==> src/rtl/core_csr_file.sv <==
// core_csr_file: machine-mode CSR register file.
// Two write ports: execute stage (csrrw/s/c, final value) and interrupt controller.
// The interrupt port wins on an address collision. Owns the free-running 64-bit mcycle.
// Optional build macro CSR_MINSTRET_EN adds a 64-bit minstret counter at B02/B82.
module core_csr_file #(
    parameter int unsigned DW = 32,
    parameter int unsigned AW = 32
) (
    input  logic          clk_i,
    input  logic          rst_n_i,
    input  logic [AW-1:0] ex_raddr_i,
    output logic [DW-1:0] ex_rdata_o,
    input  logic          ex_we_i,
    input  logic [AW-1:0] ex_waddr_i,
    input  logic [DW-1:0] ex_wdata_i,
    input  logic          int_we_i,
    input  logic [AW-1:0] int_waddr_i,
    input  logic [DW-1:0] int_wdata_i,
    input  logic          inst_retire_i,
    output logic [DW-1:0] csr_mtvec_o,
    output logic [DW-1:0] csr_mepc_o,
    output logic [DW-1:0] csr_mstatus_o,
    output logic          mie_en_o
);
    localparam int unsigned HW  = 32;
    localparam int unsigned HW1 = HW + 1;
    localparam int unsigned CW  = 2 * HW;

    localparam logic [11:0] A_MSTATUS  = 12'h300;
    localparam logic [11:0] A_MIE      = 12'h304;
    localparam logic [11:0] A_MTVEC    = 12'h305;
    localparam logic [11:0] A_MSCRATCH = 12'h340;
    localparam logic [11:0] A_MEPC     = 12'h341;
    localparam logic [11:0] A_MCAUSE   = 12'h342;
    localparam logic [11:0] A_CYC_LO   = 12'hB00;
    localparam logic [11:0] A_CYC_HI   = 12'hB80;

    localparam int unsigned I_MSTATUS  = 0;
    localparam int unsigned I_MIE      = 1;
    localparam int unsigned I_MTVEC    = 2;
    localparam int unsigned I_MSCRATCH = 3;
    localparam int unsigned I_MEPC     = 4;
    localparam int unsigned I_MCAUSE   = 5;
    localparam int unsigned I_CYC_LO   = 6;
    localparam int unsigned I_CYC_HI   = 7;
`ifdef CSR_MINSTRET_EN
    localparam logic [11:0] A_INS_LO   = 12'hB02;
    localparam logic [11:0] A_INS_HI   = 12'hB82;
    localparam int unsigned I_INS_LO   = 8;
    localparam int unsigned I_INS_HI   = 9;
    localparam int unsigned NREG       = 10;
`else
    localparam int unsigned NREG       = 8;
`endif

    logic [DW-1:0] r_mstatus, r_mie, r_mtvec, r_mscratch, r_mepc, r_mcause;
    logic [CW-1:0] r_mcycle;

    logic [11:0]                w_ra, w_ex_wa, w_int_wa;
    logic [NREG-1:0]            w_ex_hit, w_int_hit, w_hit;
    logic [NREG-1:0][DW-1:0]    w_wd;
    logic [CW-1:0]              w_mcycle_nxt;
    logic                       w_unused_bits;

    // One-hot decode of a 12-bit CSR address; unmapped addresses decode to zero.
    function automatic logic [NREG-1:0] f_dec(input logic [11:0] a);
        f_dec = '0;
        case (a)
            A_MSTATUS:  f_dec[I_MSTATUS]  = 1'b1;
            A_MIE:      f_dec[I_MIE]      = 1'b1;
            A_MTVEC:    f_dec[I_MTVEC]    = 1'b1;
            A_MSCRATCH: f_dec[I_MSCRATCH] = 1'b1;
            A_MEPC:     f_dec[I_MEPC]     = 1'b1;
            A_MCAUSE:   f_dec[I_MCAUSE]   = 1'b1;
            A_CYC_LO:   f_dec[I_CYC_LO]   = 1'b1;
            A_CYC_HI:   f_dec[I_CYC_HI]   = 1'b1;
`ifdef CSR_MINSTRET_EN
            A_INS_LO:   f_dec[I_INS_LO]   = 1'b1;
            A_INS_HI:   f_dec[I_INS_HI]   = 1'b1;
`endif
            default:    f_dec = '0;
        endcase
    endfunction

    // 64-bit counter step: a written half takes the written value; a written high half
    // swallows the low-half carry, a written low half still lets its old carry reach the high half.
    function automatic logic [CW-1:0] f_cnt(input logic [CW-1:0] cur, input logic inc,
                                            input logic lo_wr, input logic [HW-1:0] lo_d,
                                            input logic hi_wr, input logic [HW-1:0] hi_d);
        logic [HW:0]   lo_sum;
        logic [HW-1:0] hi_sum;
        lo_sum = {1'b0, cur[HW-1:0]} + HW1'(inc);
        hi_sum = cur[CW-1:HW] + HW'(lo_sum[HW]);
        f_cnt  = {(hi_wr ? hi_d : hi_sum), (lo_wr ? lo_d : lo_sum[HW-1:0])};
    endfunction

    assign w_ra     = ex_raddr_i[11:0];
    assign w_ex_wa  = ex_waddr_i[11:0];
    assign w_int_wa = int_waddr_i[11:0];

    // Per-register write strobes and data; the interrupt port overrides the execute port.
    always_comb begin
        w_ex_hit  = ex_we_i  ? f_dec(w_ex_wa)  : '0;
        w_int_hit = int_we_i ? f_dec(w_int_wa) : '0;
        w_hit     = w_ex_hit | w_int_hit;
        for (int i = 0; i < int'(NREG); i++) begin
            w_wd[i] = w_int_hit[i] ? int_wdata_i : ex_wdata_i;
        end
    end

    assign w_mcycle_nxt = f_cnt(r_mcycle, 1'b1,
                                w_hit[I_CYC_LO], HW'(w_wd[I_CYC_LO]),
                                w_hit[I_CYC_HI], HW'(w_wd[I_CYC_HI]));

    // CSR storage and mcycle counter.
    always_ff @(posedge clk_i or negedge rst_n_i) begin
        if (!rst_n_i) begin
            r_mstatus  <= '0;
            r_mie      <= '0;
            r_mtvec    <= '0;
            r_mscratch <= '0;
            r_mepc     <= '0;
            r_mcause   <= '0;
            r_mcycle   <= '0;
        end else begin
            if (w_hit[I_MSTATUS])  r_mstatus  <= w_wd[I_MSTATUS];
            if (w_hit[I_MIE])      r_mie      <= w_wd[I_MIE];
            if (w_hit[I_MTVEC])    r_mtvec    <= w_wd[I_MTVEC];
            if (w_hit[I_MSCRATCH]) r_mscratch <= w_wd[I_MSCRATCH];
            if (w_hit[I_MEPC])     r_mepc     <= w_wd[I_MEPC];
            if (w_hit[I_MCAUSE])   r_mcause   <= w_wd[I_MCAUSE];
            r_mcycle <= w_mcycle_nxt;
        end
    end

`ifdef CSR_MINSTRET_EN
    logic [CW-1:0] r_minstret;
    logic [CW-1:0] w_minstret_nxt;

    assign w_minstret_nxt = f_cnt(r_minstret, inst_retire_i,
                                  w_hit[I_INS_LO], HW'(w_wd[I_INS_LO]),
                                  w_hit[I_INS_HI], HW'(w_wd[I_INS_HI]));

    // Retired-instruction counter.
    always_ff @(posedge clk_i or negedge rst_n_i) begin
        if (!rst_n_i) r_minstret <= '0;
        else          r_minstret <= w_minstret_nxt;
    end

    assign w_unused_bits = ^{ex_raddr_i[AW-1:12], ex_waddr_i[AW-1:12], int_waddr_i[AW-1:12]};
`else
    assign w_unused_bits = ^{ex_raddr_i[AW-1:12], ex_waddr_i[AW-1:12], int_waddr_i[AW-1:12],
                             inst_retire_i};
`endif

    // Execute-stage read mux; unmapped addresses read zero.
    always_comb begin
        ex_rdata_o = '0;
        case (w_ra)
            A_MSTATUS:  ex_rdata_o = r_mstatus;
            A_MIE:      ex_rdata_o = r_mie;
            A_MTVEC:    ex_rdata_o = r_mtvec;
            A_MSCRATCH: ex_rdata_o = r_mscratch;
            A_MEPC:     ex_rdata_o = r_mepc;
            A_MCAUSE:   ex_rdata_o = r_mcause;
            A_CYC_LO:   ex_rdata_o = DW'(r_mcycle[HW-1:0]);
            A_CYC_HI:   ex_rdata_o = DW'(r_mcycle[CW-1:HW]);
`ifdef CSR_MINSTRET_EN
            A_INS_LO:   ex_rdata_o = DW'(r_minstret[HW-1:0]);
            A_INS_HI:   ex_rdata_o = DW'(r_minstret[CW-1:HW]);
`endif
            default:    ex_rdata_o = '0;
        endcase
    end

    assign csr_mtvec_o   = r_mtvec;
    assign csr_mepc_o    = r_mepc;
    assign csr_mstatus_o = r_mstatus;
    assign mie_en_o      = r_mstatus[3];

endmodule
==> config.mk <==
export PLATFORM = sky130hd
export DESIGN_NAME = core_csr_file
export DESIGN_NICKNAME = d
export VERILOG_FILES = /design/src/rtl/core_csr_file.sv
export SDC_FILE = /design/constraint.sdc
export NUM_CORES = 1
export LEC_CHECK = 0
export ABC_AREA = 1
export CORE_MARGIN = 5
export CORE_UTILIZATION = 30
export DETAILED_ROUTE_END_ITERATION = 12
export GPL_ROUTABILITY_DRIVEN = 1
export PLACE_DENSITY = 0.57
export SLEW_MARGIN = 20
export SYNTH_ARGS = -nofsm -noshare
export SYNTH_HDL_FRONTEND = slang
export SYNTH_SLANG_ARGS = --single-unit
==> constraint.sdc <==
create_clock -name clk_i -period 3.3 [get_ports clk_i]
set_input_delay 0.66 -clock clk_i [delete_from_list [all_inputs] [get_ports clk_i]]
set_output_delay 0.66 -clock clk_i [all_outputs]
set_load 0.005 [all_outputs]
==> impl_metrics.toml, run 1 <==
[outcome]
status = "finished, violations left"
violations = "setup timing"

[worst_setup_path]
worstSetupStartpointType = "primary input"
endpoint_kind = "output port"
crit_arrival_ps = 2850
crit_path_start = "ex_raddr_i[9]"
worst-setup-path-type = "primary input to output port"
path_max_fanout = 12
cp.required_ps = 2640
reg2reg_from = "r_mcycle[13]"

[die]
fp.dieW_um = 253
die_y_um = 253
initial_core_util_pct = 30.2
fp-row-count = 89
die-area_mm2 = 0.0641
num_io_pins = 294
core_area_mm2 = 0.0588

[sta]
fin_crit_ps = 3510
maxSlewHeadroom_pct = 50.6
setup_slack_ps = -207
setup_violations = 1
fmax_mhz = 285
report.final.hold_viol_count = 0
timing.final.crit_share_pct = 106
rsz0062_at_grt = "true"
hold_ws_ps = 99.1
fin_skew_ps = 16.4
finalMaxSlewViolations = 0
worst_slew_pin_slew_ps = 741

[clock_tree]
cts-root-buf = "clkbuf_16"
cts_hold_buf = 0
cts_tree = "done"
clkSinkCount = 256
clock_latency_ps = 550
cts_buffers = 35
path_clk_slew_ps = 50
clockBufferDepth = 3
cts_htree_levels = 2

[final_layout]
seqCellArea_mm2 = 0.00641
num_antenna_cells = 0
multi_input_area_mm2 = 0.0101
syn_to_final_growth_pct = 30.2
finalInstanceArea_mm2 = 0.0231
drive_gt1_share_pct = 9.63
nets = 3295
fill_cells = 6317

[pwr]
power.density_mw_per_mm2 = 338
total_power_uw = 7810
ir_drop_v = 0.000253
leakage_uw = 0.0122

[logic_synthesis]
synth-seq-area-share_pct = 36.1
netlist_area_mm2 = 0.0177
netlist_instances = 2865
synth_nets = 3033
avgSynthCellArea_um2 = 6.19
yosys_warnings = 0
ys_seq_elements = 256
synth_edf_count = 0
synth_ff_type = "dfrtp_1"
synth_cell_type_count = 30
async_flop_share_pct = 100

[placed_design]
port_buffers = 232
gp_congestion = 0.963
dp_hpwl_um = 61500
post_dp_cell_area_mm2 = 0.0217

[job]
drv_cap = 0

[grt]
grt.total_usage_pct = 25.3
grt_pass1_wl_um = 124000
grt_overflow = 0
grt_pass1_vias = 19300
antenna_found_initial = 0
grt_max_degree = 73

[drt]
drc = 0
vias = 21000
wl_um = 84900
drt_first_iter_violations = 2661
wl_per_cell_um = 21.6
firstDrtPassIters = 6
ant_nets = 0
viasPerCell = 5.35

[worst_hold_path]
hp-class = "primary input to async pin"
-- sequential cells by signal, indices dropped and copies added, names as in the netlist --
signal and cells:
r_mcycle 64, csr_mepc_o 32, csr_mstatus_o 32, csr_mtvec_o 32, r_mcause 32, r_mie 32
r_mscratch 32
-- logic make-up after synthesis --
| family | Yosys count | share of synthesized area [%] |
|---|---|---|
| simple gates | 2233 | 53.5 |
| compound gates | 24 | 0.705 |
| buf+inv | 324 | 8.19 |
| fa+ha+maj | 3 | 0.212 |
| xor+xnor | 25 | 1.23 |
| flops | 256 | 36.1 |
-- layer usage --
metal,up-vias,global-route usage [%],wire [µm]
li1,9698,-,-
met1,10000,34.5,34900
met2,1124,39.9,38400
met3,162,4.70,7920
met4,0,9.89,3590
met5,-,0,0
-- worst paths after layout --
| path | to | slack (ps) | cells past startpoint |
|---|---|---|---|
| max | ex_rdata_o[10] | -210 | 13 |
| min | r_mcycle[10] | 100 | 1 |
| max reg2reg | r_mcycle[59] | 300 | 18 |
| min reg2reg | r_mcause[3] | 480 | 2 |
| max in group asynchronous | csr_mstatus_o[21] | 2300 | 2 |
| min in group clk_i | r_mcause[3] | 480 | 2 |
-- cell type report --
type                       instances  share of cell area, %
inverter                         156                   2.54
multi-input combinational       2285                   43.7
clock buffer                      50                   4.30
tap                              773                   4.19
clock inverter                     8                  0.314
sequential                       256                   27.7
timing repair buffer             393                   17.2
-- synth_stat cells (2+ instances only) --
cell      instances  area share (%)
nand2_1        1264              27
inv_2             7            0.15
nand3_1         709              20
nor2_1          191             4.0
buf_6             7            0.44
buf_4            11            0.47
o21bai_1          2           0.085
dfrtp_1         256              36
nor3_1            9            0.25
nand4_1          28            0.99
ha_1              3            0.21
nor2_8            2            0.23
inv_1           146             3.1
clkbuf_1         50             1.1
nand2_2           5            0.18
clkinv_1          3           0.063
buf_2            80             2.3
buf_12            2            0.23
buf_1            17            0.36
xnor2_1          13            0.64
o21ai_0          21            0.59
nor2_2            7            0.25
xor2_1           12            0.59
nand3b_1         14            0.59
-- timing repair --
item	in CTS	in global routing
setup endpoints to repair	32	31
resized for setup	55	79
pin swaps	1	7
cloned	3	3
setup buffers	2	11
-- cells in the final DEF (no fill, tap or decap), types with 4 or more instances in the layout --
master and n:
nand3_4 4, nand3_2 10, nand2_2 13, inv_2 8, o21ai_0 21, nor3_1 5, nand3b_1 14, clkbuf_1 9
clkbuf_8 6, inv_1 145, xnor2_1 13, clkbuf_2 22, nor2_4 7, nor2_1 173, clkdlybuf4s50_1 200, dlymetal6s2s_1 5
buf_4 117, buf_6 4, clkbuf_16 38, nand4_1 28, buf_8 4, buf_12 31, nor2_2 19, nand3_1 696
clkinv_2 5, xor2_1 12, dfrtp_1 256, nand2_1 1256
-- per-stage QoR --
stage | worst slack (ps) | util (%) | std cells | setup TNS, ps
after global routing | -280 | 39.3 | 3921 | -298
after global placement | -319 | 36.8 | 3844 | -8500
after detailed placement | -316 | 36.8 | 3844 | -8350
after CTS | -204 | 39.0 | 3907 | -1250
final | -207 | 39.3 | 3921 | -207
after floorplan | 765 | - | 2865 | 0
-- critical path, stage by stage --
cell,delay [ps]
clkdlybuf4s50_1,450
nand2_1,70
inv_2,80
nand3_4,70
buf_12,150
nor2_4,210
buf_8,220
nand3_1,90
nand2_1,70
nor2_1,40
buf_4,140
nand2_1,70
clkdlybuf4s50_1,500
-- power breakdown --
group	leakage [µW]	switching, µW	internal, µW
Combinational	0.00812	532	310
Sequential	0.00356	91.8	3200
Clock	0.000527	1520	2160
Note: power is estimated with default switching activity, not from simulation.
==> inputs of run 2 (changes only) <==
Settings changed: GPL_TIMING_DRIVEN from default to 0.
==> impl_metrics.toml, run 2 (same netlist as run 1, synthesis figures left out) <==
[grt]
grt_pass1_vias = 20200
grt_overflow = 0
grt_pass1_wl_um = 136000
grt.total_usage_pct = 28.6
antenna_found_initial = 1
grt_max_degree = 71

[clock_tree]
clockBufferDepth = 3
cts_htree_levels = 2
clkSinkCount = 256
path_clk_slew_ps = 50
cts_buffers = 36
cts_tree = "done"
cts-root-buf = "clkbuf_16"
clock_latency_ps = 570

[final_layout]
syn_to_final_growth_pct = 33.3
post-route-util_pct = 40.2
layout_commonest_cell = "nand2_1"
nets = 3355
drive_gt1_share_pct = 11.8
most-common-layout-cells = "nand2_1, nand3_1, dfrtp_1"
finalInstanceArea_mm2 = 0.0236
regMostFlops = "r_mcycle"
largest_reg_flops = 64

[sta]
report.final.hold_viol_count = 0
fmax_mhz = 282
rsz0062_at_grt = "true"
hold_ws_ps = 37.0
setup_slack_ps = -241
fin_skew_ps = 25.5
fin_crit_ps = 3540
maxSlewHeadroom_pct = 32.8
worst_slew_pin_slew_ps = 1000
finalMaxSlewViolations = 0
setup_violations = 2
timing.final.crit_share_pct = 107

[placed_design]
post-place-ws_ps = -1130
port_buffers = 232
post_dp_cell_area_mm2 = 0.0211
dp_hpwl_um = 72600
gp_congestion = 0.977

[outcome]
status = "finished, violations left"
violations = "setup timing"

[pwr]
total_power_uw = 8260
ir_drop_v = 0.000282
power.density_mw_per_mm2 = 349
leakage_uw = 0.0125

[worst_setup_path]
worstSetupStartpointType = "primary input"
worst-setup-path-type = "primary input to output port"
cp_slowest_cell = "clkdlybuf4s50_1"
cp.required_ps = 2640
worstPathCellList = "clkdlybuf4s50_1, nand2_1, inv_2, nand3_4, nor2_4, clkbuf_4, nand3_1, nand2_1, nor2_2, nand2_1, clkdlybuf4s50_1"
max_stage_delay_ps = 540
crit_arrival_ps = 2880
crit_top_cell = "nand2_1"
path_max_fanout = 10
endpoint_kind = "output port"
critPathBufInv = 4
path_delay_family = "buffers and inverters"

[die]
num_io_pins = 294
initial_core_util_pct = 30.2
die-area_mm2 = 0.0641
core_area_mm2 = 0.0588
fp.dieW_um = 253
fp-row-count = 89
die_y_um = 253

[drt]
wl_um = 95600
drc = 0
ant_nets = 0
wl_per_cell_um = 24.0
drt_first_iter_violations = 2774
firstDrtPassIters = 8
viasPerCell = 5.49
vias = 21900

[worst_hold_path]
hp-class = "primary input to async pin"

[job]
drv_cap = 0
## run 2: changes by cell type in the layout (fill, tap and decap cells not counted), moves of 20 or more
cell      previous run  this run
buf_2                2        68
buf_4              117        40
buf_6                4        24
clkbuf_1             9        32
nand2_1           1256      1231
nand2_2             13        38
## run 2: worst paths after layout
path	from	cells after the start	slack (ps)	to
max in group asynchronous	rst_n_i	3	2110	r_mie[24]
worst max-delay path	ex_raddr_i[8]	11	-240	ex_rdata_o[7]
min in group clk_i	r_mscratch[11]	2	480	r_mscratch[11]
worst min-delay path	rst_n_i	1	40	r_mcause[14]
worst max register to register	r_mcycle[0]	15	190	r_mcycle[62]
worst min register to register	r_mscratch[11]	2	480	r_mscratch[11]
## run 2: metal layers
| metal | vias up | global-route usage (%) | part of all wire [%] |
|---|---|---|---|
| met4 | 0 | 12.9 | 5.2 |
| li1 | 9839 | - | - |
| met2 | 1444 | 42.0 | 42 |
| met3 | 258 | 5.67 | 11 |
| met5 | - | 0 | 0 |
| met1 | 10400 | 40.7 | 42 |
## run 2: final cells by class
class / instances / area (µm²)
fill: 6342 / 35200
multi-input combinational: 2285 / 10300
sequential: 256 / 6410
timing repair buffer: 284 / 2850
buffer: 168 / 1260
clock buffer: 56 / 1140
tap: 773 / 967
inverter: 156 / 592
clock inverter: 9 / 81.3
antenna: 1 / 2.50
## run 2: repair_timing
action,in CTS,in global routing
hold buffers,0,0
pin swaps,11,26
gates resized for setup,243,106
buffers inserted,20,26
cloned,4,1
setup endpoints to repair,53,50
## run 2: power breakdown
group          internal, µW  switching (µW)  total [µW]
Combinational           293             573         866
Sequential             3200            80.2        3280
Clock                  2450            1660        4110
Total                  5950            2310        8260
## run 2: through the flow
step,cells,TNS [ps]
after floorplan,2865,0
after global placement,3870,-2751370
after detailed placement,3873,-40630
after CTS,3962,-1440
after global routing,3988,-506
final,3988,-255
==> RTL edit: new RTL, flow settings as in run 2 <==
Add a define of `CSR_MINSTRET_EN`.
--- a/src/rtl/core_csr_file.sv
+++ b/src/rtl/core_csr_file.sv
@@ -4,2 +4,4 @@
 // Optional build macro CSR_MINSTRET_EN adds a 64-bit minstret counter at B02/B82.
+`define CSR_MINSTRET_EN
+
 module core_csr_file #(
Function: changed (a bounded check fails within 4 cycles, from zero or initial values and one cycle with rst_n_i low).
==> RTL edit against run 2 <==
The flow still finishes with violations (negative setup slack); combinational power is 48% higher; final area is 25% higher; count of clock-buffer cells in the layout is 5 higher; sequential cell count is 64 higher; sequential power is 31% higher; clock power is 25% higher; total power is 29% higher; setup slack better by 210 ps; area after synthesis is 28% higher; routed wire length is 56% higher; synthesized cell count is 27% higher; highest routed layer is now met5.
==> RTL edit: results (changes against run 2) <==
| Metric | Value |
|---|---|
| Outcome | `finished, violations left` |
| Violated checks | `negative setup slack` |
| Slew Limit Headroom | `0.140 (-0.188)` |
| Top Metal Used | `met5` |
| GR Layer Usage met3 | `0.120 (+0.0637)` |
| # setup viols final | `1 (-1)` |
| DP Cell Count | `4,825 (+25%)` |
| Crit path max fanout | `6 (-4)` |
| DP Worst Slack | `-1550 ps (-418 ps)` |
| Commonest cells post-synth | `nand2_1, nand3_1, nor2_1` |
| Global-route wire length before repair | `205,000 µm (+50%)` |
| Critical Path AT | `2670 ps (-210 ps)` |
| Synth cell types | `31 (+3.3%)` |
| Mapped Cells | `3,630 (+27%)` |
| WL/cell | `29.9 µm (+25%)` |
| Clock Skew | `41.7 ps (+16.3 ps)` |
| FILL cells | `8,052 (+27%)` |
| GRT Total Usage | `0.351 (+0.0652)` |
| Met2 WL | `59,100 µm (+46%)` |
| Seq/Total Area, Yosys | `0.353 (-0.00782)` |
| Met3 wire length | `20,800 µm (+100%)` |
| Skew-Pair Late Insertion Delay | `620 ps (+50 ps)` |
| Vias per cell | `5.83 (+6.1%)` |
| Vias in the first global route | `27,000 (+34%)` |
| Setup WS post-layout | `-26.6 ps (+214 ps)` |
| Initial antenna violation count | `13 (+12)` |
RTL edit: path summary, 6_finish.rpt:
| check | cells after the start | end | from | slack (ps) |
|---|---|---|---|---|
| worst max register to register | 16 | r_mcycle[48] | r_mcycle[0] | 100 |
| min in group clk_i | 2 | r_mcause[14] | r_mcause[14] | 480 |
| worst min register to register | 2 | r_mcause[14] | r_mcause[14] | 480 |
| worst max-delay path | 14 | ex_rdata_o[6] | ex_raddr_i[9] | -30 |
| worst min-delay path | 1 | csr_mtvec_o[20] | rst_n_i | 20 |
| max in group asynchronous | 4 | csr_mepc_o[21] | rst_n_i | 1690 |
RTL edit: area by class of cell:
cell class,count,area (µm²),share of cell area
sequential,320,8010,0.271
clock inverter,16,209,0.00706
timing repair buffer,271,2740,0.0926
antenna,24,60.1,0.00203
inverter,238,908,0.0307
multi-input combinational,2860,13700,0.463
tap,969,1210,0.0410
clock buffer,61,1280,0.0434
buffer,212,1480,0.0499
RTL edit: logic make-up (layout without fill, tap and decap cells):
group / Yosys count / in the layout / share of synthesized area
simple gates: 2558 / 2558 / 0.487
buf+inv: 450 / 798 / 0.0808
other cells: 0 / 24 / 0
xor+xnor: 53 / 53 / 0.0205
compound gates: 242 / 242 / 0.0540
flops: 320 / 320 / 0.353
fa+ha+maj: 7 / 7 / 0.00386
RTL edit: repair_timing:
action,in CTS,in global routing
buffers inserted,21,20
pin swaps,29,14
endpoints found under the setup margin,90,72
resized for setup,379,128
cloned,2,2
hold buffers,0,0
RTL edit: power by group:
part	internal (W)	switching [W]	total, W	leakage, nW
Clock	0.00302	0.00210	0.00512	0.727
Combinational	0.000377	0.000902	0.00128	9.57
Sequential	0.00404	0.000245	0.00429	4.40
